## src/rtl/axi_apb_pkg.sv

```systemverilog
`default_nettype none
// ============================================================================
// Module      : axi_apb_pkg
// Description : Shared constants for the APB master: completer count, per-
//               completer address windows and the transfer FSM encoding.
// Revision    : 1.0 - initial release
// ============================================================================
package axi_apb_pkg;

    localparam int SLAVE_NUM = 4;

    localparam logic [31:0] A_START_SLAVE0 = 32'h0000_0000;
    localparam logic [31:0] A_END_SLAVE0   = 32'h0000_0FFF;
    localparam logic [31:0] A_START_SLAVE1 = 32'h0000_1000;
    localparam logic [31:0] A_END_SLAVE1   = 32'h0000_1FFF;
    localparam logic [31:0] A_START_SLAVE2 = 32'h0000_2000;
    localparam logic [31:0] A_END_SLAVE2   = 32'h0000_2FFF;
    localparam logic [31:0] A_START_SLAVE3 = 32'h0000_3000;
    localparam logic [31:0] A_END_SLAVE3   = 32'h0000_3FFF;

    localparam logic [3:0][31:0] c_a_start = {A_START_SLAVE3, A_START_SLAVE2,
                                              A_START_SLAVE1, A_START_SLAVE0};
    localparam logic [3:0][31:0] c_a_end   = {A_END_SLAVE3, A_END_SLAVE2,
                                              A_END_SLAVE1, A_END_SLAVE0};

    localparam logic [1:0] c_st_idle   = 2'd0;
    localparam logic [1:0] c_st_setup  = 2'd1;
    localparam logic [1:0] c_st_access = 2'd2;
    localparam logic [1:0] c_st_resp   = 2'd3;

    typedef enum logic [1:0] {
        ST_IDLE   = c_st_idle,
        ST_SETUP  = c_st_setup,
        ST_ACCESS = c_st_access,
        ST_RESP   = c_st_resp
    } apb_state_t;

endpackage
`default_nettype wire

```

## src/rtl/apb_addr_decoder.sv

```systemverilog
`default_nettype none
// ============================================================================
// Module      : apb_addr_decoder
// Description : Combinational address decode into a one-hot completer select;
//               misaligned or unmapped addresses report a miss.
// Revision    : 1.0 - initial release
// ============================================================================
module apb_addr_decoder #(
    parameter int SLAVE_NUM = 4
) (
    input  logic [31:0]          i_addr,
    output logic [SLAVE_NUM-1:0] o_sel,
    output logic                 o_miss
);
    import axi_apb_pkg::*;

    logic [SLAVE_NUM-1:0] w_hit;
    logic                 w_aligned;

    assign w_aligned = (i_addr[1:0] == 2'b00);

    // Offset-from-start compare keeps a single unsigned test per window.
    for (genvar gi = 0; gi < SLAVE_NUM; gi++) begin : g_range
        assign w_hit[gi] = ((i_addr - c_a_start[gi]) <= (c_a_end[gi] - c_a_start[gi]));
    end

    assign o_sel  = w_aligned ? w_hit : '0;
    assign o_miss = ~|o_sel;

endmodule
`default_nettype wire

```

## src/rtl/apb_master.sv

```systemverilog
`default_nettype none
// ============================================================================
// Module      : apb_master
// Description : Single-outstanding command/response to APB bridge with
//               address decode, wait-state timeout and registered outputs.
// Revision    : 1.0 - initial release
// ============================================================================
module apb_master #(
    parameter int SLAVE_NUM = 4,
    parameter int TIMEOUT   = 16
) (
    input  logic                      pclk,
    input  logic                      preset_n,
    input  logic                      cmd_valid,
    output logic                      cmd_ready,
    input  logic [31:0]               cmd_addr,
    input  logic                      cmd_write,
    input  logic [31:0]               cmd_wdata,
    input  logic [3:0]                cmd_strb,
    input  logic [2:0]                cmd_prot,
    output logic                      rsp_valid,
    input  logic                      rsp_ready,
    output logic [31:0]               rsp_rdata,
    output logic                      rsp_slverr,
    output logic [SLAVE_NUM-1:0]      psel,
    output logic                      penable,
    output logic                      pwrite,
    output logic [31:0]               paddr,
    output logic [31:0]               pwdata,
    output logic [3:0]                pstrb,
    output logic [2:0]                pprot,
    input  logic [SLAVE_NUM-1:0]      pready,
    input  logic [SLAVE_NUM-1:0]      pslverr,
    input  logic [32*SLAVE_NUM-1:0]   prdata
);
    import axi_apb_pkg::*;

    localparam int c_cnt_w = (TIMEOUT > 1) ? $clog2(TIMEOUT) : 1;

    apb_state_t           r_state;
    apb_state_t           w_state_nxt;
    logic                 r_cmd_ready;
    logic [SLAVE_NUM-1:0] r_psel;
    logic                 r_penable;
    logic                 r_pwrite;
    logic [31:0]          r_paddr;
    logic [31:0]          r_pwdata;
    logic [3:0]           r_pstrb;
    logic [2:0]           r_pprot;
    logic                 r_rsp_valid;
    logic [31:0]          r_rsp_rdata;
    logic                 r_rsp_slverr;
    logic [c_cnt_w-1:0]   r_wait_cnt;

    logic [SLAVE_NUM-1:0] w_dec_sel;
    logic                 w_dec_miss;
    logic                 w_accept;
    logic                 w_sel_ready;
    logic                 w_sel_err;
    logic [31:0]          w_sel_rdata;
    logic                 w_timeout;

    apb_addr_decoder #(
        .SLAVE_NUM (SLAVE_NUM)
    ) u_decoder (
        .i_addr (cmd_addr),
        .o_sel  (w_dec_sel),
        .o_miss (w_dec_miss)
    );

    // cmd_ready is low in the first cycle out of reset, so acceptance keys off it.
    assign w_accept    = cmd_valid && r_cmd_ready;
    assign w_sel_ready = |(pready & r_psel);
    assign w_sel_err   = |(pslverr & r_psel);
    assign w_timeout   = (r_wait_cnt == c_cnt_w'(TIMEOUT - 1));

    always_comb begin
        w_sel_rdata = '0;
        for (int i = 0; i < SLAVE_NUM; i++) begin
            if (r_psel[i]) begin
                w_sel_rdata = w_sel_rdata | prdata[32*i +: 32];
            end
        end
    end

    always_ff @(posedge pclk or negedge preset_n) begin
        if (!preset_n) begin
            r_state <= ST_IDLE;
        end else begin
            r_state <= w_state_nxt;
        end
    end

    always_comb begin
        w_state_nxt = r_state;
        case (r_state)
            ST_IDLE:   if (w_accept) w_state_nxt = w_dec_miss ? ST_RESP : ST_SETUP;
            ST_SETUP:  w_state_nxt = ST_ACCESS;
            ST_ACCESS: if (w_sel_ready || w_timeout) w_state_nxt = ST_RESP;
            ST_RESP:   if (rsp_ready) w_state_nxt = ST_IDLE;
            default:   w_state_nxt = ST_IDLE;
        endcase
    end

    always_ff @(posedge pclk or negedge preset_n) begin
        if (!preset_n) begin
            r_cmd_ready  <= 1'b0;
            r_psel       <= '0;
            r_penable    <= 1'b0;
            r_pwrite     <= 1'b0;
            r_paddr      <= '0;
            r_pwdata     <= '0;
            r_pstrb      <= '0;
            r_pprot      <= '0;
            r_rsp_valid  <= 1'b0;
            r_rsp_rdata  <= '0;
            r_rsp_slverr <= 1'b0;
            r_wait_cnt   <= '0;
        end else begin
            r_cmd_ready <= (w_state_nxt == ST_IDLE);
            case (r_state)
                ST_IDLE: begin
                    if (w_accept) begin
                        r_wait_cnt <= '0;
                        if (w_dec_miss) begin
                            r_rsp_valid  <= 1'b1;
                            r_rsp_slverr <= 1'b1;
                            r_rsp_rdata  <= '0;
                        end else begin
                            // Reads drive zero write data/strobes onto the bus.
                            r_psel   <= w_dec_sel;
                            r_paddr  <= cmd_addr;
                            r_pwrite <= cmd_write;
                            r_pprot  <= cmd_prot;
                            r_pwdata <= cmd_write ? cmd_wdata : '0;
                            r_pstrb  <= cmd_write ? cmd_strb : '0;
                        end
                    end
                end
                ST_SETUP: begin
                    r_penable <= 1'b1;
                end
                ST_ACCESS: begin
                    if (w_sel_ready) begin
                        r_psel       <= '0;
                        r_penable    <= 1'b0;
                        r_rsp_valid  <= 1'b1;
                        r_rsp_slverr <= w_sel_err;
                        r_rsp_rdata  <= (r_pwrite || w_sel_err) ? '0 : w_sel_rdata;
                    end else if (w_timeout) begin
                        r_psel       <= '0;
                        r_penable    <= 1'b0;
                        r_rsp_valid  <= 1'b1;
                        r_rsp_slverr <= 1'b1;
                        r_rsp_rdata  <= '0;
                    end else begin
                        r_wait_cnt <= r_wait_cnt + 1'b1;
                    end
                end
                ST_RESP: begin
                    if (rsp_ready) begin
                        r_rsp_valid  <= 1'b0;
                        r_rsp_slverr <= 1'b0;
                        r_rsp_rdata  <= '0;
                    end
                end
                default: ;
            endcase
        end
    end

    assign cmd_ready  = r_cmd_ready;
    assign psel       = r_psel;
    assign penable    = r_penable;
    assign pwrite     = r_pwrite;
    assign paddr      = r_paddr;
    assign pwdata     = r_pwdata;
    assign pstrb      = r_pstrb;
    assign pprot      = r_pprot;
    assign rsp_valid  = r_rsp_valid;
    assign rsp_rdata  = r_rsp_rdata;
    assign rsp_slverr = r_rsp_slverr;

endmodule
`default_nettype wire

```

## config.mk

```make
export PLATFORM = sky130hd
export DESIGN_NAME = apb_master
export DESIGN_NICKNAME = d
export VERILOG_FILES = /design/src/rtl/axi_apb_pkg.sv /design/src/rtl/apb_addr_decoder.sv /design/src/rtl/apb_master.sv
export SDC_FILE = /design/constraint.sdc
export NUM_CORES = 1
export LEC_CHECK = 0
export BUFFER_PORTS_ARGS = -buffer_cell sky130_fd_sc_hd__buf_2
export CAP_MARGIN = 20
export CORE_AREA = 2 2 127 129
export CTS_CLUSTER_SIZE = 8
export DETAILED_ROUTE_END_ITERATION = 10
export DIE_AREA = 0 0 129 131
export PLACE_DENSITY = 0.72
export SLEW_MARGIN = 30
export SYNTH_ARGS = -nofsm -noshare
export SYNTH_HDL_FRONTEND = slang
export SYNTH_SLANG_ARGS = --single-unit
```

## constraint.sdc

```tcl
create_clock -name pclk -period 2 [get_ports pclk]
set_input_delay 0.4 -clock pclk [delete_from_list [all_inputs] [get_ports pclk]]
set_output_delay 0.4 -clock pclk [all_outputs]
set_load 0.05 [all_outputs]
```

# Word-level counts from Yosys, hierarchy flattened
# Cells that the tools add are included.
# word_totals
regBits	118
in_bits	212
output_inout_bits	112
wordCells	93
# classes
add_sub_neg	4
order_cmp	4
eq_ne	11
n_mux	39
bitwise_logic	5
reduce_logical	17
# ops
operator	count
$mux 32	11
$le 32x12->1 const B	4
$or 32x32->32	3
$pmux 32 s3	1
$sub 32x14->32 const B	2
$mux 4	9
$sub 32x13->32 const B	1
$pmux 4 s2	2
$reduce_or 4->1	3
$ne 2x2->1 const B	5
$and 4x4->4	2
$mux 1	8
$mux 2	4
$pmux 2 s4	1
$reduce_and 4->1	2
$logic_not 2->1	3
$pmux 1 s3	2
$reduce_and 5->1	1
$add 4x1->4 const B	1
$eq 2x2->1 const B	2
$eq 4x4->1 const B	1
$reduce_bool 2->1	2
$ne 3x3->1 const B	1
$reduce_and 3->1	1
other kinds (7)	8

# Depth between registers and ports, before layout
# depth
depth_word	10
mapped_depth	14
mapped_depth_nobuf	10

# By module
# A second synthesis with hierarchy kept.
# hier_totals
hier_cells	668
hier_area_um2	6490.0
# modules_own_cells
module	n_inst	cells_each	area_per_inst_um2	seq_area_each_um2
apb_master	1	526	5567.8	2952.8
apb_addr_decoder	1	142	922.1	0.0

# Least setup slack after synthesis
# OpenSTA, ideal clock, no wires.
# synth_timing
kind	input-to-reg
startpoint	input port cmd_addr[13]
endpoint	register r_paddr[10] (netlist: paddr[10])
setup_time_ns	0.128
t_arrival_ns	3.179
required_ns	1.872
path_slack_ns	-1.307
cell_stages	12
path_buffers	3
path_cell_list	clkbuf_1 inv_1 ha_1 clkbuf_1 or4b_1 o211a_1 a2111oi_2 o2111ai_1 nor4_4 o31ai_4 buf_6 mux2_1
# synth_between
elab_chain_cells	5
word_cells_on_any_way	10
cone_classes	3 x add/sub; 4 x order compare; 1 x mux; 2 x reduce/logical
# synth_rtl
item	line	text
from (decl)	apb_master.sv:16	input logic [31:0] cmd_addr,
$sub 32x13->32 / $sub 32x14->32 (equally long branches)	apb_addr_decoder.sv:24	assign w_hit[gi] = ((i_addr - c_a_start[gi]) <= (c_a_end[gi] - c_a_start[gi]));
$le 32x12->1	apb_addr_decoder.sv:24	
$mux 4 *	apb_addr_decoder.sv:27	assign o_sel = w_aligned ? w_hit : '0;
$reduce_or 4->1 *	apb_addr_decoder.sv:28	assign o_miss = ~|o_sel;
$reduce_and 3->1 (no line) *	--	
to (signal assigned)	apb_master.sv:132	r_paddr <= cmd_addr;
to (decl)	apb_master.sv:46	logic [31:0] r_paddr;
# Every way passes the cells marked *; elsewhere a longest branch is shown, timed or not.
# A chain may end at the register's enable or synchronous reset.

# Final worst setup path
# layout_timing
startpoint	input port cmd_addr[14]
endpoint	register r_paddr[17] (netlist: paddr[17])
# The elaborated chain is that of the path after synthesis.

==> results.md <==
* Status: complete, but fails checks
* Failing checks: setup timing
* # rows at 46
* Total routed wirelength at 23,910 microns
* Mean Syn Cell Area at 10.91 sq um
* Hold_sp: cmd_addr[9]
* Setup ws final at -0.6491 ns
* Least-Margin Pin Slew at 0.4689 ns
* Critical path class: primary input to register
* Port Buffer Count at 323
* Synth top area cells: dfrtp_1 (48%), o2bb2ai_1 (9.7%), a22o_1 (5.1%)
* Met2 WL post-DR at 12,300 microns
* Global route overflow at 0
* Worst R2R Start: psel[0]
* Number of remaining DRC errors at 0
* PwrDens at 711.0 nW/um^2
* Drt pass-1 iters at 4
* Main synth FF type: dfrtp_1
* Setup crit end kind: register
* Minimum clock period at 2.649 ns
* DR vias/cell at 5.490
* Fmax at 377.5 MHz
* Vias in the first global route at 6,506
* Post-synth EDFFs at 0
* RSZ-0062 raised after global routing: yes
* Reg-to-reg endpoint: rsp_rdata[5]
* Total Power at 7.584 mW
* Worst R2R Setup Slack at -0.04 ns
* Post-Route Skew at 0.01200 ns
* H-tree depth at 4
* Sequential element share of the synthesized area at 48.06%
* CTS tree: yes
* Crit path max fanout at 7
* GR Util All Layers at 27.00%
* Highest routed layer: met4
* Hold Crit Class: primary input to register
* Area leader, netlist: dfrtp_1
* Post-synth top area share at 48.06%
* Num Clock Sinks at 118
* Final Hold Fails at 0
* # nets final at 1,197
* Syn_nets at 779
* DRT iter0 DRCs at 321
* Die Y at 131 microns
* Leakage at 5.185 nW
* Fill count at 1,191
* Detail Placement HPWL at 16,590 microns
* Area Overhead vs Synth at 73.59%
* Met3 wire length at 1439 microns
* Antenna violations before repair at 1
* Root Driver: clkbuf_16
* Worst-Skew Late Latency at 0.41 ns
* WL met1 at 9053 microns
* Worst vdd ir at 0.6548 mV
* Max Cap Viol at 0
* CP startpoint kind: primary input
* Final Slew Violations at 0
* Die area at 16,900 sq um
* Pin count of the biggest net entering global routing at 61
* Share of layout cells above drive strength 1 at 62.68%
* Clock Path Buffers at 2
* Die width at 129 microns
* Detail Route Antenna Nets at 0
* First-pass GRT wire length at 34,850 microns
* FF+latch count, synth at 118
* Total CTS buffers at 17
* I/O pins at 324
* WP data required at 2.29 ns
* Final Setup Violations at 111
* Routability cong. at 0.9711
* Share of flip-flops with an asynchronous set or reset at 100.0%
* Clk pin slew, worst setup/hold paths at 0.06 ns
* Crit path DAT at 2.94 ns
* Area of the mapped netlist at 6145 sq um
* Setup TNS at -64.26 ns
* Initial core utilization at 39.40%
* Worst Reg-to-Reg Cells at 9
* Yosys cell types at 68
* Worst Hold End: paddr[9]
* Ys Warns at 0
* Hold depth at 2
* Cells after Synth at 563
* Fin crit share at 132.5%
* Vias at 6,648
* Core area at 15,600 sq um
* Slew HR at 68.74%
* Routed len/inst at 19.74 microns
worst max-delay path: stages:
cell and delay [ns]:
buf_4 0.14, inv_4 0.08, ha_4 0.15, or4b_1 0.43
o211a_1 0.15, a2111oi_4 0.25, o2111ai_2 0.19, nor4_4 0.27
buf_4 0.18, o31ai_4 0.07, buf_6 0.17, clkbuf_16 0.17
mux2_4 0.29
repair_timing:
action	CTS	global route
gates cloned	10	2
hold buffers	1	0
resized for setup	102	63
endpoints found under the hold margin	7	0
setup buffers	15	8
pin swaps	33	19
setup endpoints to repair	111	111
report_power, final:
| part | internal [mW] | switching, mW | total, mW |
|---|---|---|---|
| logic | 0.892 | 1.18 | 2.08 |
| clock network | 1.73 | 1.19 | 2.92 |
| registers | 2.48 | 0.102 | 2.59 |
metal layers:
metal | vias to the layer above | track usage, %
met5 | - | 0
met4 | 0 | 13.68
met3 | 59 | 5.578
met2 | 298 | 48.27
met1 | 3213 | 30.72
li1 | 3078 | -
synthesized netlist by cell type (2+ instances only):
master,instances
a22o_1,36
or2_2,2
inv_1,9
or4_1,3
nor4_4,2
nor3_2,3
o2bb2ai_1,68
buf_6,5
nand2b_1,3
o211ai_1,2
nor2_1,12
xnor2_1,5
a31o_2,5
o31ai_1,4
o21ai_0,8
mux2_1,14
a21oi_1,5
nor4_1,10
nand3_1,49
a31oi_1,6
clkbuf_1,39
or3_1,5
o2111ai_1,2
nand2_1,20
o31a_1,2
dfrtp_1,118
ha_1,4
buf_2,4
mux2_2,5
nand4_1,8
nor4_2,2
buf_4,3
o22ai_1,2
buf_1,2
and2_1,18
nor4b_1,2
nor3_1,7
a22oi_1,3
xor2_1,6
a221oi_1,32
layout by cell type, fill, tap and decap left out, types with 5 or more instances in the layout:
cell	count
nor4_4	8
xor2_1	5
mux2_4	14
a22o_1	36
buf_4	88
o2bb2ai_1	7
dfrtp_1	118
buf_12	10
buf_8	8
nor2_1	11
clkbuf_16	19
nand2_1	20
buf_6	17
inv_1	7
nand4_1	8
a31oi_1	5
nand3_1	48
nor3_1	5
o2bb2ai_2	54
inv_6	5
xnor2_1	5
o21ai_0	8
and2_4	14
buf_16	7
o2bb2ai_4	7
a221oi_1	32
buf_2	318
kinds of logic (layout without fill, tap and decap cells):
| kind of cell | after synthesis | after routing | synth area share [%] |
|---|---|---|---|
| AOI/OAI and AO/OA | 192 | 192 | 26.39 |
| and+or+nand+nor | 156 | 156 | 14.86 |
| DFF | 118 | 118 | 48.06 |
| buffers and inverters | 62 | 493 | 4.663 |
| muxes | 20 | 20 | 3.645 |
| xor gates and xnor gates | 11 | 11 | 1.568 |
| adders and majority gates | 4 | 4 | 0.8145 |
| other | 0 | 1 | 0 |
flip-flops by register name, summed over array words and instances, names as in the netlist, 2 cells and up:
| signal | cells |
|---|---|
| paddr | 32 |
| pwdata | 32 |
| rsp_rdata | 32 |
| psel | 4 |
| pstrb | 4 |
| r_wait_cnt | 4 |
| pprot | 3 |
| r_state | 2 |
worst max path at each step:
| stage | startpoint | end | slack [ns] |
|---|---|---|---|
| floorplan | cmd_addr[17] | paddr[10] | -0.95 |
| global placement | cmd_addr[17] | pprot[1] | -1.16 |
| detailed placement | cmd_addr[17] | pprot[2] | -1.23 |
| CTS | cmd_addr[17] | paddr[9] | -0.65 |
| global route | cmd_addr[15] | paddr[9] | -0.76 |
| finish | cmd_addr[14] | paddr[17] | -0.65 |
per-stage QoR:
step / std cells / area, sq um / utilization [%] / worst slack (ns) / hold slack [ns]
after floorplan: 563 / 6381 / - / -0.9487 / 0.1044
after global placement: 1145 / 8790 / 56.35 / -1.159 / 0.2407
after detailed placement: 1145 / 8790 / 56.35 / -1.227 / 0.2427
after CTS: 1202 / 10200 / 65.41 / -0.6478 / 0.1864
after global routing: 1211 / 10670 / 68.39 / -0.7640 / 0.2001
final: 1211 / 10670 / 68.39 / -0.6491 / 0.2031
final cells by class:
type	instances	area [sq um]	area share, %
diodes	1	2.502	0.02346
inverters	9	43.79	0.4106
well taps	216	270.3	2.534
multi-input cells	383	3779	35.43
flip-flops and latches	118	2953	27.68
clock buffers	17	425.4	3.988
clock inverters	15	143.9	1.349
repair buffers	452	3049	28.59
Power figures use the tool's default switching activity.
